$ cat src/rtl/adder_ripple_carry_4b_gl.sv
// 4-bit ripple-carry adder built from gate-level full-adder cells.
// Purely combinational; clk and reset exist only for harness uniformity.

// One-bit full adder from gate primitives: propagate, generate, carry merge.
module full_adder_gl (
    input  logic a,
    input  logic b,
    input  logic cin,
    output logic sum,
    output logic cout
);

    logic p;
    logic g;
    logic t;

    xor u_xor_p (p, a, b);
    xor u_xor_s (sum, p, cin);
    and u_and_g (g, a, b);
    and u_and_t (t, cin, p);
    or  u_or_c  (cout, g, t);

endmodule

module adder_ripple_carry_4b_gl (
    input  logic       clk,
    input  logic       reset,
    input  logic [3:0] in0,
    input  logic [3:0] in1,
    input  logic       cin,
    output logic [3:0] sum,
    output logic       cout
);

    localparam int unsigned W = 4;

    logic [W:0] c;

    // clk and reset intentionally have no effect on the datapath.
    logic unused_clk_reset;
    assign unused_clk_reset = &{1'b0, clk, reset};

    assign c[0] = cin;

    // Carry ripples strictly from stage 0 upward.
    for (genvar i = 0; i < W; i++) begin : g_stage
        full_adder_gl u_fa (
            .a    (in0[i]),
            .b    (in1[i]),
            .cin  (c[i]),
            .sum  (sum[i]),
            .cout (c[i+1])
        );
    end

    assign cout = c[W];

endmodule

$ cat config.mk
export PLATFORM = sky130hd
export DESIGN_NAME = adder_ripple_carry_4b_gl
export DESIGN_NICKNAME = d
export VERILOG_FILES = /design/src/rtl/adder_ripple_carry_4b_gl.sv
export SDC_FILE = /design/constraint.sdc
export NUM_CORES = 1
export LEC_CHECK = 0
export CORE_AREA = 10 10 47 49
export DETAILED_ROUTE_END_ITERATION = 8
export DIE_AREA = 0 0 57 59
export SYNTH_ARGS = -nofsm -noshare
export SYNTH_HDL_FRONTEND = slang
export SYNTH_HIERARCHICAL = 1
export SYNTH_SLANG_ARGS = --single-unit
$ cat constraint.sdc
create_clock -name vclk -period 2.4
set_input_delay 0.24 -clock vclk [all_inputs]
set_output_delay 0.24 -clock vclk [all_outputs]
set_load 0.1 [all_outputs]
==> impl_metrics.prom <==
# TYPE chip_impl_metric gauge
chip_impl_info{name="run_status",value="complete, no violations"} 1
chip_impl_metric{name="area.sequential",unit="sq um"} 0
chip_impl_metric{name="final-max-slew-violation-count",unit=""} 0
chip_impl_metric{name="core-area",unit="sq um"} 1400
chip_impl_metric{name="holdBufCountCts",unit=""} 0
chip_impl_info{name="holdCritPathClass",value="in2out"} 1
chip_impl_metric{name="synthToLayoutAreaGrowth",unit="%"} 262
chip_impl_metric{name="die_y",unit="um"} 59
chip_impl_metric{name="critPathBufInv",unit=""} 2
chip_impl_metric{name="total_global_routing_track_utilization",unit="%"} 2.16
chip_impl_metric{name="pwr_density_cell",unit="nW/um^2"} 712
chip_impl_info{name="kind_of_critical_path",value="in2out"} 1
chip_impl_metric{name="clkbuf_count",unit=""} 0
chip_impl_metric{name="wirelength",unit="um"} 349
chip_impl_metric{name="mappedNetlistArea",unit="sq um"} 80.1
chip_impl_metric{name="global_route_wire_length_before_repair",unit="um"} 627
chip_impl_metric{name="synth_cell_types",unit=""} 1
chip_impl_metric{name="vdd.ir_drop.worst",unit="mV"} 0.249
chip_impl_metric{name="critPathMaxStageDelay",unit="ps"} 550
chip_impl_metric{name="final_antenna_net_count",unit=""} 0
chip_impl_info{name="critical_path.most_common_cell",value="fa_2"} 1
chip_impl_metric{name="final_layout_size_suffix_gt1_share",unit="%"} 66.7
chip_impl_metric{name="drt_iter0_drc",unit=""} 0
chip_impl_info{name="path_delay_family",value="adder cells"} 1
chip_impl_metric{name="critical_path.max_fanout",unit=""} 1
chip_impl_metric{name="firstDrtPassIters",unit=""} 1
chip_impl_metric{name="max_slew_margin",unit="%"} 93.0
chip_impl_metric{name="die_x",unit="um"} 57
chip_impl_metric{name="setup_viol_count_final",unit=""} 0
chip_impl_metric{name="io-pin-count",unit=""} 16
chip_impl_metric{name="mappedNetlistNets",unit=""} 19
chip_impl_info{name="critPathLaunchType",value="primary input"} 1
chip_impl_metric{name="antenna_violations_before_repair",unit=""} 0
chip_impl_metric{name="yosys_warnings",unit=""} 6
chip_impl_metric{name="dieArea",unit="sq um"} 3360
chip_impl_metric{name="post_synth_inst_count",unit=""} 4
chip_impl_metric{name="post-route-period-util",unit="%"} 98.8
chip_impl_metric{name="rows",unit=""} 14
chip_impl_metric{name="synth-seq-area-share",unit="%"} 0
chip_impl_metric{name="final_core_density",unit="%"} 20.7
chip_impl_metric{name="average_detailed_routed_wire_length_per_instance",unit="um"} 10.3
chip_impl_metric{name="pin_count_of_the_biggest_net_entering_global_routing",unit=""} 2
chip_impl_metric{name="floorplan.initialDensity",unit="%"} 5.71
chip_impl_metric{name="gpl.final_weighted_congestion",unit=""} 0.581
chip_impl_metric{name="finalWorstPathRequiredPeriod",unit="ps"} 2370
chip_impl_metric{name="power.total",unit="mW"} 0.207
chip_impl_metric{name="viasPerCell",unit=""} 2.88
chip_impl_metric{name="num_vias",unit=""} 98
chip_impl_metric{name="cp.arrival",unit="ps"} 2130
chip_impl_metric{name="grt_pass1_vias",unit=""} 133
chip_impl_metric{name="diodes",unit=""} 0
chip_impl_metric{name="syn_avg_cell_area",unit="sq um"} 20.0
chip_impl_info{name="timing.critical_path.to_type",value="primary output"} 1
chip_impl_metric{name="number_of_sequential_cells",unit=""} 0
chip_impl_metric{name="worst_slew_pin_tran",unit="ps"} 105
chip_impl_info{name="crit_path_top_delay_cell",value="fa_2"} 1
chip_impl_metric{name="num-nets-final",unit=""} 35
chip_impl_metric{name="worstPathRequired",unit="ps"} 2160
chip_impl_metric{name="globalRoute.totalOverflow",unit=""} 0
chip_impl_info{name="path_cells",value="buf_6, fa_2, fa_2, fa_2, fa_2, buf_12"} 1
chip_impl_metric{name="leakage",unit="nW"} 0.112
chip_impl_metric{name="cts.repair_timing.setup_buffer_count",unit=""} 0
chip_impl_metric{name="drcViolationCount",unit=""} 0
chip_impl_metric{name="number_of_port_buffers",unit=""} 14
chip_impl_metric{name="timing.final.hold_violations",unit=""} 0
chip_impl_info{name="most-common-layout-cells",value="clkdlybuf4s50_1, buf_12, fa_2, buf_2"} 1
chip_impl_metric{name="timing.fmax",unit="MHz"} 422
chip_impl_info{name="grt_setup_unrepaired",value="yes"} 1
chip_impl_metric{name="cap_violations",unit=""} 0
==> cell usage after synthesis <==
cell type | count | share of area, %
fa_1 | 4 | 100
==> layout make-up <==
| class | count | area, sq um |
|---|---|---|
| timing repair buffer | 14 | 180 |
| fill | 163 | 1110 |
| tap | 16 | 20.0 |
| multi-input combinational | 4 | 90.1 |
==> kinds of logic after synthesis <==
| kind of cell | after synthesis | share of synthesized area, % |
|---|---|---|
| adder cells (fa/ha/maj) | 4 | 100 |
==> metal layers <==
| metal | global-route usage [%] | part of all wire (%) | vias to the layer above | wire (um) |
|---|---|---|---|---|
| met5 | 0 | 0 | - | 0 |
| met4 | 0 | 0 | 0 | 0 |
| met3 | 2.58 | 35 | 0 | 121 |
| met2 | 2.17 | 22 | 14 | 77 |
| met1 | 2.85 | 43 | 44 | 150 |
| li1 | - | - | 40 | - |
==> metrics by stage <==
stage               worst slack [ps]  hold slack [ps]  TNS, ps  std cells  cell area [sq um]
global route                   -10.7              973    -10.7         34                290
global placement                -420             1350     -703         34                300
finish                          28.5              957        0         34                290
floorplan                      -88.2             1000    -88.2          4               90.1
detailed placement              -425             1350     -712         34                300
CTS                             14.8              961        0         34                290
==> worst paths after layout <==
path | startpoint | to | slack, ps | cells after the start
max | cin | sum[3] | 30 | 6
min | cin | sum[0] | 960 | 3
==> repair_timing <==
action | CTS | global route
gates cloned | 0 | 0
setup endpoints to repair | 3 | 1
resized for setup | 14 | 0
pin swaps | 4 | 0
==> power breakdown <==
group | switching, mW | internal (mW) | total, mW
clock network | 0 | 0 | 0
registers | 0 | 0 | 0
logic | 0.129 | 0.0776 | 0.207
No activity file was read; power rests on OpenSTA's default activity.
